## src/rtl/graph_path_extract_if.sv

```systemverilog
// Handshake and data bundle between the path extractor, its upstream search stage,
// the shared edge RAM and the downstream trajectory stage.
interface graph_path_extract_if #(
  parameter int ADDR_W    = 11,
  parameter int POSE_W    = 8,
  parameter int MAX_LEVEL = 10
);
  logic                          start;
  logic [3:0]                    levelCnt;
  logic [POSE_W-1:0]             startPose;
  logic [POSE_W-1:0]             endPose;
  logic [MAX_LEVEL*ADDR_W-1:0]   selectEdge;
  logic [ADDR_W-1:0]             ramAddress;
  logic [2*POSE_W-1:0]           RAMData;
  logic                          poseValid;
  logic [POSE_W-1:0]             poseData;
  logic                          poseLast;
  logic                          poseReady;
  logic                          busy;
  logic                          done;
  logic                          error;
  logic [2:0]                    errCode;

  modport slave (
    input  start, levelCnt, startPose, endPose, selectEdge, RAMData, poseReady,
    output ramAddress, poseValid, poseData, poseLast, busy, done, error, errCode
  );

  modport master (
    output start, levelCnt, startPose, endPose, selectEdge, RAMData, poseReady,
    input  ramAddress, poseValid, poseData, poseLast, busy, done, error, errCode
  );
endinterface

```

## src/rtl/graph_path_extract.sv

```systemverilog
// Walks the edge chain selected by the backward search from startPose to endPose,
// streaming each waypoint pose downstream and flagging broken or inconsistent chains.
module graph_path_extract #(
  parameter int EDGE_NUM  = 1034,
  parameter int POSE_NUM  = 66,
  parameter int MAX_LEVEL = 10,
  parameter int ADDR_W    = 11,
  parameter int POSE_W    = 8
) (
  input  logic                  CLK,
  input  logic                  RST_n,
  graph_path_extract_if.slave   bus
);

  localparam int                 IDX_W    = $clog2(MAX_LEVEL);
  localparam logic [ADDR_W-1:0]  EDGE_LIM = ADDR_W'(EDGE_NUM);
  localparam logic [POSE_W-1:0]  POSE_LIM = POSE_W'(POSE_NUM);
  localparam logic [3:0]         LVL_MAX  = 4'(MAX_LEVEL);

  typedef enum logic [2:0] {
    S_IDLE, S_EMIT_START, S_READ, S_WAIT, S_CHECK, S_EMIT, S_DONE, S_ERR
  } state_t;

  state_t                       state_q;
  logic [MAX_LEVEL*ADDR_W-1:0]  sel_q;
  logic [POSE_W-1:0]            end_q;
  logic [POSE_W-1:0]            cur_q;
  logic [IDX_W-1:0]             idx_q;
  logic [ADDR_W-1:0]            ram_addr_q;
  logic                         pose_valid_q;
  logic [POSE_W-1:0]            pose_data_q;
  logic                         pose_last_q;
  logic                         busy_q;
  logic                         done_q;
  logic                         error_q;
  logic [2:0]                   err_code_q;

  logic [ADDR_W-1:0]            slot_a [MAX_LEVEL];
  logic [ADDR_W-1:0]            slot_d;
  logic [POSE_W-1:0]            first_d;
  logic [POSE_W-1:0]            second_d;
  logic [POSE_W-1:0]            next_d;
  logic [2:0]                   chk_code_d;
  logic                         hs_d;

  for (genvar k = 0; k < MAX_LEVEL; k++) begin : g_slot
    assign slot_a[k] = sel_q[k*ADDR_W +: ADDR_W];
  end

  assign slot_d   = slot_a[idx_q];
  assign first_d  = bus.RAMData[2*POSE_W-1:POSE_W];
  assign second_d = bus.RAMData[POSE_W-1:0];
  assign hs_d     = pose_valid_q & bus.poseReady;

  // The edge may be stored in either orientation; step to whichever end is not curPose.
  always_comb begin
    next_d     = '0;
    chk_code_d = 3'd0;
    if (first_d == second_d) begin
      chk_code_d = 3'd3;
    end else if (first_d == cur_q) begin
      next_d = second_d;
    end else if (second_d == cur_q) begin
      next_d = first_d;
    end else begin
      chk_code_d = 3'd3;
    end
    if ((chk_code_d == 3'd0) && (next_d >= POSE_LIM)) begin
      chk_code_d = 3'd5;
    end else begin
      chk_code_d = chk_code_d;
    end
  end

  // Extraction FSM with all outputs registered.
  always_ff @(posedge CLK or negedge RST_n) begin
    if (!RST_n) begin
      state_q      <= S_IDLE;
      sel_q        <= '0;
      end_q        <= '0;
      cur_q        <= '0;
      idx_q        <= '0;
      ram_addr_q   <= '0;
      pose_valid_q <= 1'b0;
      pose_data_q  <= '0;
      pose_last_q  <= 1'b0;
      busy_q       <= 1'b0;
      done_q       <= 1'b0;
      error_q      <= 1'b0;
      err_code_q   <= 3'd0;
    end else begin
      done_q <= 1'b0;
      case (state_q)
        S_IDLE: begin
          if (bus.start) begin
            sel_q      <= bus.selectEdge;
            end_q      <= bus.endPose;
            error_q    <= 1'b0;
            err_code_q <= 3'd0;
            busy_q     <= 1'b1;
            if ((bus.levelCnt == 4'd0) || (bus.levelCnt > LVL_MAX)) begin
              state_q    <= S_ERR;
              error_q    <= 1'b1;
              err_code_q <= 3'd1;
            end else if ((bus.startPose >= POSE_LIM) || (bus.endPose >= POSE_LIM)) begin
              state_q    <= S_ERR;
              error_q    <= 1'b1;
              err_code_q <= 3'd5;
            end else begin
              cur_q        <= bus.startPose;
              idx_q        <= IDX_W'(bus.levelCnt - 4'd1);
              pose_valid_q <= 1'b1;
              pose_data_q  <= bus.startPose;
              pose_last_q  <= 1'b0;
              state_q      <= S_EMIT_START;
            end
          end
        end
        S_EMIT_START: begin
          if (hs_d) begin
            pose_valid_q <= 1'b0;
            state_q      <= S_READ;
          end
        end
        S_READ: begin
          if (slot_d >= EDGE_LIM) begin
            state_q    <= S_ERR;
            error_q    <= 1'b1;
            err_code_q <= 3'd2;
          end else begin
            ram_addr_q <= slot_d;
            state_q    <= S_WAIT;
          end
        end
        S_WAIT: begin
          state_q <= S_CHECK;
        end
        S_CHECK: begin
          if (chk_code_d != 3'd0) begin
            state_q    <= S_ERR;
            error_q    <= 1'b1;
            err_code_q <= chk_code_d;
          end else begin
            pose_valid_q <= 1'b1;
            pose_data_q  <= next_d;
            pose_last_q  <= (idx_q == '0);
            state_q      <= S_EMIT;
          end
        end
        S_EMIT: begin
          if (hs_d) begin
            pose_valid_q <= 1'b0;
            pose_last_q  <= 1'b0;
            cur_q        <= pose_data_q;
            if (idx_q == '0) begin
              if (pose_data_q == end_q) begin
                state_q <= S_DONE;
                done_q  <= 1'b1;
              end else begin
                state_q    <= S_ERR;
                error_q    <= 1'b1;
                err_code_q <= 3'd4;
              end
            end else begin
              idx_q   <= idx_q - 1'b1;
              state_q <= S_READ;
            end
          end
        end
        S_DONE: begin
          busy_q  <= 1'b0;
          state_q <= S_IDLE;
        end
        S_ERR: begin
          busy_q  <= 1'b0;
          state_q <= S_IDLE;
        end
        default: begin
          busy_q       <= 1'b0;
          pose_valid_q <= 1'b0;
          state_q      <= S_IDLE;
        end
      endcase
    end
  end

  assign bus.ramAddress = ram_addr_q;
  assign bus.poseValid  = pose_valid_q;
  assign bus.poseData   = pose_data_q;
  assign bus.poseLast   = pose_last_q;
  assign bus.busy       = busy_q;
  assign bus.done       = done_q;
  assign bus.error      = error_q;
  assign bus.errCode    = err_code_q;

endmodule

```

## src/flat_wrapper.sv

```systemverilog
// flat-port wrapper written by rule: the top's interface ports become plain ports
module graph_path_extract_flat 
#(
  parameter int EDGE_NUM  = 1034,
  parameter int POSE_NUM  = 66,
  parameter int MAX_LEVEL = 10,
  parameter int ADDR_W    = 11,
  parameter int POSE_W    = 8
)
  (CLK, RST_n, bus_start, bus_levelCnt, bus_startPose, bus_endPose, bus_selectEdge, bus_RAMData, bus_poseReady, bus_ramAddress, bus_poseValid, bus_poseData, bus_poseLast, bus_busy, bus_done, bus_error, bus_errCode);
  graph_path_extract_if #(.ADDR_W(ADDR_W), .POSE_W(POSE_W), .MAX_LEVEL(MAX_LEVEL)) bus_i ();
  input  logic CLK;
  input  logic RST_n;
  input wire logic [$bits(bus_i.start)-1:0] bus_start;
  input wire logic [$bits(bus_i.levelCnt)-1:0] bus_levelCnt;
  input wire logic [$bits(bus_i.startPose)-1:0] bus_startPose;
  input wire logic [$bits(bus_i.endPose)-1:0] bus_endPose;
  input wire logic [$bits(bus_i.selectEdge)-1:0] bus_selectEdge;
  input wire logic [$bits(bus_i.RAMData)-1:0] bus_RAMData;
  input wire logic [$bits(bus_i.poseReady)-1:0] bus_poseReady;
  output wire logic [$bits(bus_i.ramAddress)-1:0] bus_ramAddress;
  output wire logic [$bits(bus_i.poseValid)-1:0] bus_poseValid;
  output wire logic [$bits(bus_i.poseData)-1:0] bus_poseData;
  output wire logic [$bits(bus_i.poseLast)-1:0] bus_poseLast;
  output wire logic [$bits(bus_i.busy)-1:0] bus_busy;
  output wire logic [$bits(bus_i.done)-1:0] bus_done;
  output wire logic [$bits(bus_i.error)-1:0] bus_error;
  output wire logic [$bits(bus_i.errCode)-1:0] bus_errCode;
  assign bus_i.start = bus_start;
  assign bus_i.levelCnt = bus_levelCnt;
  assign bus_i.startPose = bus_startPose;
  assign bus_i.endPose = bus_endPose;
  assign bus_i.selectEdge = bus_selectEdge;
  assign bus_i.RAMData = bus_RAMData;
  assign bus_i.poseReady = bus_poseReady;
  assign bus_ramAddress = bus_i.ramAddress;
  assign bus_poseValid = bus_i.poseValid;
  assign bus_poseData = bus_i.poseData;
  assign bus_poseLast = bus_i.poseLast;
  assign bus_busy = bus_i.busy;
  assign bus_done = bus_i.done;
  assign bus_error = bus_i.error;
  assign bus_errCode = bus_i.errCode;
  graph_path_extract #(.EDGE_NUM(EDGE_NUM), .POSE_NUM(POSE_NUM), .MAX_LEVEL(MAX_LEVEL), .ADDR_W(ADDR_W), .POSE_W(POSE_W)) u_core (.CLK(CLK), .RST_n(RST_n), .bus(bus_i));
endmodule
```

## config.mk

```make
export PLATFORM = sky130hd
export DESIGN_NAME = graph_path_extract_flat
export DESIGN_NICKNAME = d
export VERILOG_FILES = /design/src/rtl/graph_path_extract_if.sv /design/src/rtl/graph_path_extract.sv /design/src/flat_wrapper.sv
export SDC_FILE = /design/constraint.sdc
export NUM_CORES = 1
export LEC_CHECK = 0
export CORE_MARGIN = 4
export CORE_UTILIZATION = 42
export DETAILED_ROUTE_END_ITERATION = 7
export PLACE_DENSITY = 0.71
export SETUP_SLACK_MARGIN = 0.5
export SLEW_MARGIN = 20
export SYNTH_ARGS = -nofsm -noshare
export SYNTH_HDL_FRONTEND = slang
export SYNTH_SLANG_ARGS = --single-unit
export TNS_END_PERCENT = 5
```

## constraint.sdc

```tcl
create_clock -name CLK -period 2.6 [get_ports CLK]
set_input_delay 0.52 -clock CLK [delete_from_list [all_inputs] [get_ports CLK]]
set_output_delay 0.52 -clock CLK [all_outputs]
set_load 0.02 [all_outputs]
```

==> impl_results.md, run 1 <==
- Outcome: finished with violations
- Failing checks: setup timing
- Die area: 0.02144 mm2
- GR Util met2: 35.96%
- GRT Residual Overflow: 0
- Die width: 146.4 um
- CP Cell Sequence: buf_12, buf_12, mux2i_2, mux4_2, o22ai_2, nor3_2, a31o_1, a211oi_2, mux2_2
- Vias in the first global route: 6602
- Unrepaired setup endpoints after global routing: yes
- Most common cell on crit path: buf_12
- Mapped Area: 0.008048 mm2
- Largest net degree at the start of global routing: 74
- CP max-delay cell: mux4_2
- Final wirelength: 22380 um
- Crit-path leading delay family: multiplexers
- Worst Setup Start Kind: register
- Yosys top cell by area: dfrtp_1
- Setup crit end: u_core.bus.error$_DFFE_PN0P_
- Yosys top cell area share: 49.75%
- Crit-path max cell delay: 0.53 ns
- Layout Skew: 0.006845 ns
- First drt pass iteration count: 4
- Final worst setup slack: -0.1234 ns
- Crit path kind: register to register
- Reg2Reg Depth: 9
- Synth async-reset ratio: 100.0%
- Area grow syn2layout: 42.26%
- R2r endpoint: u_core.bus.error$_DFFE_PN0P_
- Sequential Power Share: 33.8%
- Final core utilization: 61.00%
- Clk Tree Root Cell: clkbuf_16
- Maximum clock frequency: 0.3672 GHz
- Post-route DRC: 0
- Min-Delay Path Class: input port to asynchronous set/reset pin
- Tcrit/Tclk final: 104.7%
- Post-synth EDFFs: 0
- Internal power: 8.774 mW
- Largest cells by area after synthesis: dfrtp_1 50%, mux2_2 18%, mux2i_1 6.0%, mux4_2 3.1%, xnor2_1 1.9%
- Global-route wire length before repair: 35500 um
- Switching Share: 34.33%
- DR vias: 6109
- Crit path launch: u_core.idx_q[0]$_DFFE_PN0P_
- Register area: 0.004006 mm2
- Clk buf depth: 2
- Leakage power: 4.799 nW
- Net Switching: 4.587 mW
- Number of synthesized register bits: 160
- Actual slew at the worst max-slew pin: 0.7086 ns
- Die H: 146.4 um
- Syn_nets: 792
- Avg Vias per Cell: 5.469
- Post-Syn Instances: 641
- Fin crit period: 2.723 ns
- Sequential area share after synthesis: 49.75%
- Ant diodes: 0
- Clk pwr share: 17.6%
- Global routing usage on met1: 26.79%
- Ys Warns: 0
- Core Region: 0.01877 mm2
- I/O Buffers: 176
- Multi-input gate area: 0.004118 mm2
- Filler instances: 1471
- H-tree levels: 4
- Peak VDD IR: 0.0006762 V
- Wirelength per Cell: 20.03 um
- Hpwl dp: 16830 um
- PwrDens: 1167 mW/mm2
- Most common cell in the netlist: dfrtp_1
- Crit end category: register
- Skew-Pair Late Insertion Delay: 0.41 ns
- Worst path depth: 9
- RePlAce Congestion: 0.9928
- Met3 Track Usage GR: 4.811%
- Final setup viols: 13
- Crit Path Max Fanout: 8
- DRT antenna net count: 0
- Initial core utilization: 42.88%
- Total GRT Usage: 20.84%
- Most Crowded Layer GR: met2
- Worst EP required: 2.90 ns
- Initial antenna violation count: 0
- Yosys cell types: 67
- Worst-path clk slew: 0.06 ns
- Cts bufs inserted: 17
- FF-to-FF setup slack: -0.12 ns
- Worst slew margin: 52.76%
- # rows: 50
- CP arrival: 3.02 ns
- IO Pins: 177
- Pins Over Slew Limit: 0
- Ratio of cells with drive above 1 in the final layout: 35.11%
- Layout net count: 1026
- Avg Cell Area, Syn: 12.55 um2
- Ys flop type: dfrtp_1
- Final Hold Fails: 0
- RR Startpoint: u_core.idx_q[0]$_DFFE_PN0P_
- Comb pwr share: 48.6%
- CTS tree: done
- Clk sinks: 160
- Buffers & Inverters on Critical Path: 2
- Max_cap viols: 0
- Initial DRC Count: 359
- Most frequent cells after synthesis: 160 x dfrtp_1, 129 x mux2_2, 48 x mux2i_1
- Setup TNS: -0.7409 ns
[cell usage in the layout, fill, tap and decap left out, types with 5 or more instances in the layout]
| cell type | n |
|---|---|
| a21oi_1 | 10 |
| a31oi_1 | 9 |
| buf_12 | 9 |
| buf_2 | 6 |
| buf_4 | 59 |
| buf_6 | 8 |
| clkbuf_16 | 18 |
| clkdlybuf4s50_1 | 147 |
| dfrtp_1 | 158 |
| dlygate4sd2_1 | 20 |
| inv_1 | 8 |
| mux2_2 | 126 |
| mux2_4 | 11 |
| mux2i_1 | 41 |
| mux2i_2 | 5 |
| mux4_2 | 11 |
| nand2_1 | 38 |
| nand3_1 | 5 |
| nand4_1 | 5 |
| nor2_1 | 22 |
| nor4_2 | 5 |
| o21ai_0 | 12 |
| o22ai_4 | 5 |
| o31ai_1 | 6 |
| xnor2_1 | 17 |
| xor2_1 | 14 |
[kinds of logic (layout without fill, tap and decap cells)]
family	Yosys count	count (layout)	synth area share [%]
AOI/OAI and AO/OA	83	83	7.012
xor gates and xnor gates	33	33	3.591
adders and majority gates	1	1	0.1554
buffers and inverters	48	289	3.094
DFF	160	160	49.75
muxes	199	199	28.82
and+or+nand+nor	117	118	7.572
[through the flow]
stage	std cells	hold WS [ns]	setup slack (ns)	total power, mW	area, um2
6_report	1117	0.1159	-0.1234	13.36	11450
5_1_grt	1117	0.1780	-0.1694	14.15	11450
4_1_cts	1110	0.1531	-0.1276	12.88	11220
3_5_place_dp	1081	0.4835	-0.7103	10.28	10540
3_3_place_gp	1081	0.4745	-0.5616	10.04	10540
2_1_floorplan	641	0.2244	0.1666	8.049	8080
[per-layer routing]
metal / part of all wire [%] / vias to the layer above / routed length [um]
met1: 42 / 3046 / 9442
met5: 0 / - / 0
met4: 1.5 / 0 / 337
met3: 6.5 / 22 / 1454
li1: - / 2827 / -
met2: 50 / 214 / 11140
[worst min-delay path by stage]
stage,startpoint,endpoint
finish,RST_n,u_core.sel_q[87]$_DFFE_PN0P_
global route,RST_n,u_core.sel_q[87]$_DFFE_PN0P_
CTS,RST_n,u_core.sel_q[87]$_DFFE_PN0P_
detailed placement,u_core.bus.busy$_DFFE_PN0P_,u_core.bus.busy$_DFFE_PN0P_
global placement,u_core.bus.busy$_DFFE_PN0P_,u_core.bus.busy$_DFFE_PN0P_
floorplan,RST_n,u_core.bus.busy$_DFFE_PN0P_
[power groups by stage]
stage	Clock (mW)	Combinational (mW)	Sequential (mW)
finish	2.35	6.49	4.52
global route	2.53	6.96	4.67
CTS	2.41	5.97	4.50
detailed placement	0	5.75	4.53
global placement	0	5.57	4.47
floorplan	0	3.63	4.42
[flip-flops by register name, indices dropped and copies added, names as in the netlist]
signal                 count
u_core.bus.errCode         3
u_core.sel_q             110
u_core.bus.poseLast        1
u_core.state_q             3
u_core.bus.poseData        8
u_core.bus.error           1
u_core.cur_q               8
u_core.idx_q               4
u_core.bus.poseValid       1
u_core.bus.done            1
u_core.end_q               8
u_core.bus.busy            1
u_core.bus.ramAddress     11
[timing repair]
item                                    CTS  global route
endpoints found under the setup margin   39            65
resized for setup                        92            30
buffers inserted                          2             5
hold buffers                              0             0
cloned                                    0             2
pin swaps                                29             7
[area by class of cell]
cell class | instances | share of cell area [%]
clock buffer | 21 | 4.022
clock inverter | 6 | 0.7650
inverter | 9 | 0.2951
multi-input combinational | 434 | 35.97
sequential | 160 | 34.99
tap | 234 | 2.557
timing repair buffer | 253 | 21.40
Power figures use the tool's default switching activity.
==> run 2: changes to the inputs <==
--- a/config.mk
+++ b/config.mk
@@ -5,10 +5,12 @@
 export SDC_FILE = /design/constraint.sdc
 export NUM_CORES = 1
 export LEC_CHECK = 0
+export CELL_PAD_IN_SITES_DETAIL_PLACEMENT = 0
+export CELL_PAD_IN_SITES_GLOBAL_PLACEMENT = 1
 export CORE_MARGIN = 4
-export CORE_UTILIZATION = 42
+export CORE_UTILIZATION = 37
 export DETAILED_ROUTE_END_ITERATION = 7
-export PLACE_DENSITY = 0.71
+export PLACE_DENSITY = 0.75
 export SETUP_SLACK_MARGIN = 0.5
 export SLEW_MARGIN = 20
 export SYNTH_ARGS = -nofsm -noshare
==> run 2 against run 1 <==
The flow still finishes with violations (setup timing). Via count is 0.62% lower. Clock power increased by 8%. Power increased by 0.42%. Fmax fell by 2.8%. Register-to-register slack worse by 0.08 ns. Cell area is 1.4% higher. Sequential power grew 0.9%. Largest cell class unchanged. Die area increased by 13%. Hold slack got worse by 0.053 ns. Global-route usage down 1.4 points. First-iteration DRC count down 25%. Clock skew is 0.0030 ns higher. Highest routed layer unchanged.
==> impl_results.md, run 2 (synthesis gave the netlist of run 1 again) <==
- Final worst setup slack: -0.2027 ns (was -0.1234 ns)
- Unrepaired setup endpoints after global routing: yes (unchanged)
- Worst EP required: 2.91 ns (was 2.90 ns)
- DR vias: 6071 (was 6109)
- CP arrival: 3.11 ns (was 3.02 ns)
- Final wirelength: 23090 um (was 22380 um)
- Post-route DRC: 0 (unchanged)
- Layout net count: 1026 (unchanged)
- Crit path kind: register to register (unchanged)
- Most frequent cells in the layout: 154 x dfrtp_1, 147 x clkdlybuf4s50_1, 127 x mux2_2 (was 158 x dfrtp_1, 147 x clkdlybuf4s50_1, 126 x mux2_2)
- Worst path depth: 9 (unchanged)
- Pins Over Slew Limit: 0 (unchanged)
- Initial core utilization: 37.92% (was 42.88%)
- Crit end category: register (unchanged)
- Skew-Pair Late Insertion Delay: 0.42 ns (was 0.41 ns)
- Actual slew at the worst max-slew pin: 0.5510 ns (was 0.7086 ns)
- RR Startpoint: u_core.idx_q[0]$_DFFE_PN0P_ (unchanged)
- # rows: 53 (was 50)
- Die width: 155.5 um (was 146.4 um)
- H-tree levels: 4 (unchanged)
- Clk buf depth: 2 (unchanged)
- Avg Vias per Cell: 5.216 (was 5.469)
- CTS tree: done (unchanged)
- CP max-delay cell: mux4_2 (unchanged)
- Final Instance Area: 0.01161 mm2 (was 0.01145 mm2)
- Maximum clock frequency: 0.3568 GHz (was 0.3672 GHz)
- Vias in the first global route: 6688 (was 6602)
- Total GRT Usage: 19.40% (was 20.84%)
- Layout Skew: 0.009834 ns (was 0.006845 ns)
- Biggest register: u_core.sel_q (unchanged)
- Max_cap viols: 0 (unchanged)
- Die H: 155.5 um (was 146.4 um)
- IO Pins: 177 (unchanged)
- FF-to-FF setup slack: -0.20 ns (was -0.12 ns)
- Worst-path clk slew: 0.07 ns (was 0.06 ns)
- Initial antenna violation count: 0 (unchanged)
- Fin crit period: 2.803 ns (was 2.723 ns)
- Worst Setup Start Kind: register (unchanged)
- Buffers & Inverters on Critical Path: 2 (unchanged)
- First drt pass iteration count: 6 (was 4)
- Hpwl dp: 17610 um (was 16830 um)
- Top layer in use: met4 (unchanged)
- DRT antenna net count: 0 (unchanged)
- Wire length on met1: 9752 um (was 9442 um)
- Ratio of cells with drive above 1 in the final layout: 36.82% (was 35.11%)
- Min-Delay Path Class: input port to asynchronous set/reset pin (unchanged)
- Routed wl met3: 1447 um (was 1454 um)
- Reg2Reg Depth: 9 (unchanged)
- Crit-path max cell delay: 0.53 ns (about the same)
- Commonest non-fill, non-tap cell in the layout: dfrtp_1 (unchanged)
- R2r endpoint: u_core.bus.errCode[1]$_DFFE_PN0P_ (was u_core.bus.error$_DFFE_PN0P_)
- Peak VDD IR: 0.0005346 V (was 0.0006762 V)
- Wirelength per Cell: 19.84 um (was 20.03 um)
- CP Cell Sequence: buf_8, buf_12, mux2i_1, mux4_2, o22ai_4, nor3_4, a31o_4, a211oi_4, mux2_4 (was buf_12, buf_12, mux2i_2, mux4_2, o22ai_2, nor3_2, a31o_1, a211oi_2, mux2_2)
- Routed length on met2: 11310 um (was 11140 um)
- Leakage power: 4.862 nW (was 4.799 nW)
- Area grow syn2layout: 44.22% (was 42.26%)
- GRT Residual Overflow: 0 (unchanged)
- Failing checks: setup timing (unchanged)
- Post-route insts no fill: 1164 (was 1117)
- Pre-CTS WS: -0.7668 ns (was -0.7103 ns)
- Cts bufs inserted: 17 (unchanged)
- Crit Path Max Fanout: 6 (was 8)
- Post-DP Area: 0.01063 mm2 (was 0.01054 mm2)
- RePlAce Congestion: 0.9446 (was 0.9928)
- Placed Cells: 1125 (was 1081)
- Filler instances: 1816 (was 1471)
- Global-route wire length before repair: 36760 um (was 35500 um)
- I/O Buffers: 176 (unchanged)
- Worst slew margin: 63.19% (was 52.76%)
- Final setup viols: 15 (was 13)
- Tcrit/Tclk final: 107.8% (was 104.7%)
- Outcome: finished with violations (unchanged)
- Clk sinks: 160 (unchanged)
- Die area: 0.02417 mm2 (was 0.02144 mm2)
- Count of hold-fix buffers inserted at cts: 0 (unchanged)
- Setup crit end: u_core.bus.errCode[1]$_DFFE_PN0P_ (was u_core.bus.error$_DFFE_PN0P_)
- Flip-flop count of the largest register after layout: 110 (unchanged)
- Final Hold Fails: 0 (unchanged)
- Clk Tree Root Cell: clkbuf_16 (unchanged)
- PwrDens: 1156 mW/mm2 (was 1167 mW/mm2)
- Largest net degree at the start of global routing: 85 (was 74)
- Core Region: 0.02122 mm2 (was 0.01877 mm2)
- Crit-path leading delay family: multiplexers (unchanged)
- Initial DRC Count: 268 (was 359)
- Crit path launch: u_core.idx_q[0]$_DFFE_PN0P_ (unchanged)
-- run 2: changes by cell type in the layout (fill, tap and decap cells not counted), sizes merged --
cell,previous run,this run
clkdlybuf4s15,2,3
inv,8,16
clkbuf,22,17
clkinvlp,0,1
diode,0,1
and2,6,5
dlygate4sd2,20,21
-- run 2: cell type report --
type	count	area [um2]	area share (%)
flip-flops and latches	160	4014	34.58
diodes	1	2.502	0.02156
clock inverters	15	171.4	1.477
well taps	275	344.1	2.965
clock buffers	17	425.4	3.665
multi-input cells	433	4158	35.82
inverters	9	37.54	0.3234
repair buffers	254	2454	21.14
-- run 2: through the flow --
step / setup TNS [ns] / total power [mW] / hold WS, ns / util, %
3_5_place_dp: -18.47 / 10.25 / 0.4782 / 50.07
4_1_cts: -1.565 / 13.28 / 0.06782 / 53.99
2_1_floorplan: 0 / 8.049 / 0.2244 / -
5_1_grt: -3.090 / 14.24 / 0.08385 / 54.68
6_report: -1.930 / 13.42 / 0.06300 / 54.69
3_3_place_gp: -16.61 / 10.03 / 0.4766 / 50.07
-- run 2: repair_timing --
item,in CTS,in global routing
setup buffers,3,3
resized for setup,105,28
pin swaps,36,36
gates cloned,0,0
setup endpoints to repair,39,40
-- run 2: where the power goes --
part | internal, mW | leakage [nW] | switching [mW] | total, mW
combinational | 3.53 | 2.63 | 2.79 | 6.32
sequential | 3.71 | 1.93 | 0.849 | 4.56
clock | 1.45 | 0.297 | 1.09 | 2.54
total | 8.69 | 4.86 | 4.73 | 13.4
-- run 2: worst min path at each step --
stage                                      startpoint                           end  slack, ns  cells after the start
after floorplan                                 RST_n   u_core.bus.busy$_DFFE_PN0P_       0.22                      0
after global placement    u_core.bus.busy$_DFFE_PN0P_   u_core.bus.busy$_DFFE_PN0P_       0.48                      1
after detailed placement  u_core.bus.busy$_DFFE_PN0P_   u_core.bus.busy$_DFFE_PN0P_       0.48                      1
after CTS                                       RST_n  u_core.sel_q[82]$_DFFE_PN0P_       0.07                      1
after global routing                            RST_n  u_core.sel_q[58]$_DFFE_PN0P_       0.08                      1
final                                           RST_n  u_core.sel_q[58]$_DFFE_PN0P_       0.06                      1
-- run 2: layer usage --
layer	vias to the layer above	GRT usage (%)
met5	-	0
met2	179	32.25
met3	33	5.535
met4	0	6.378
li1	2817	-
met1	3042	24.42
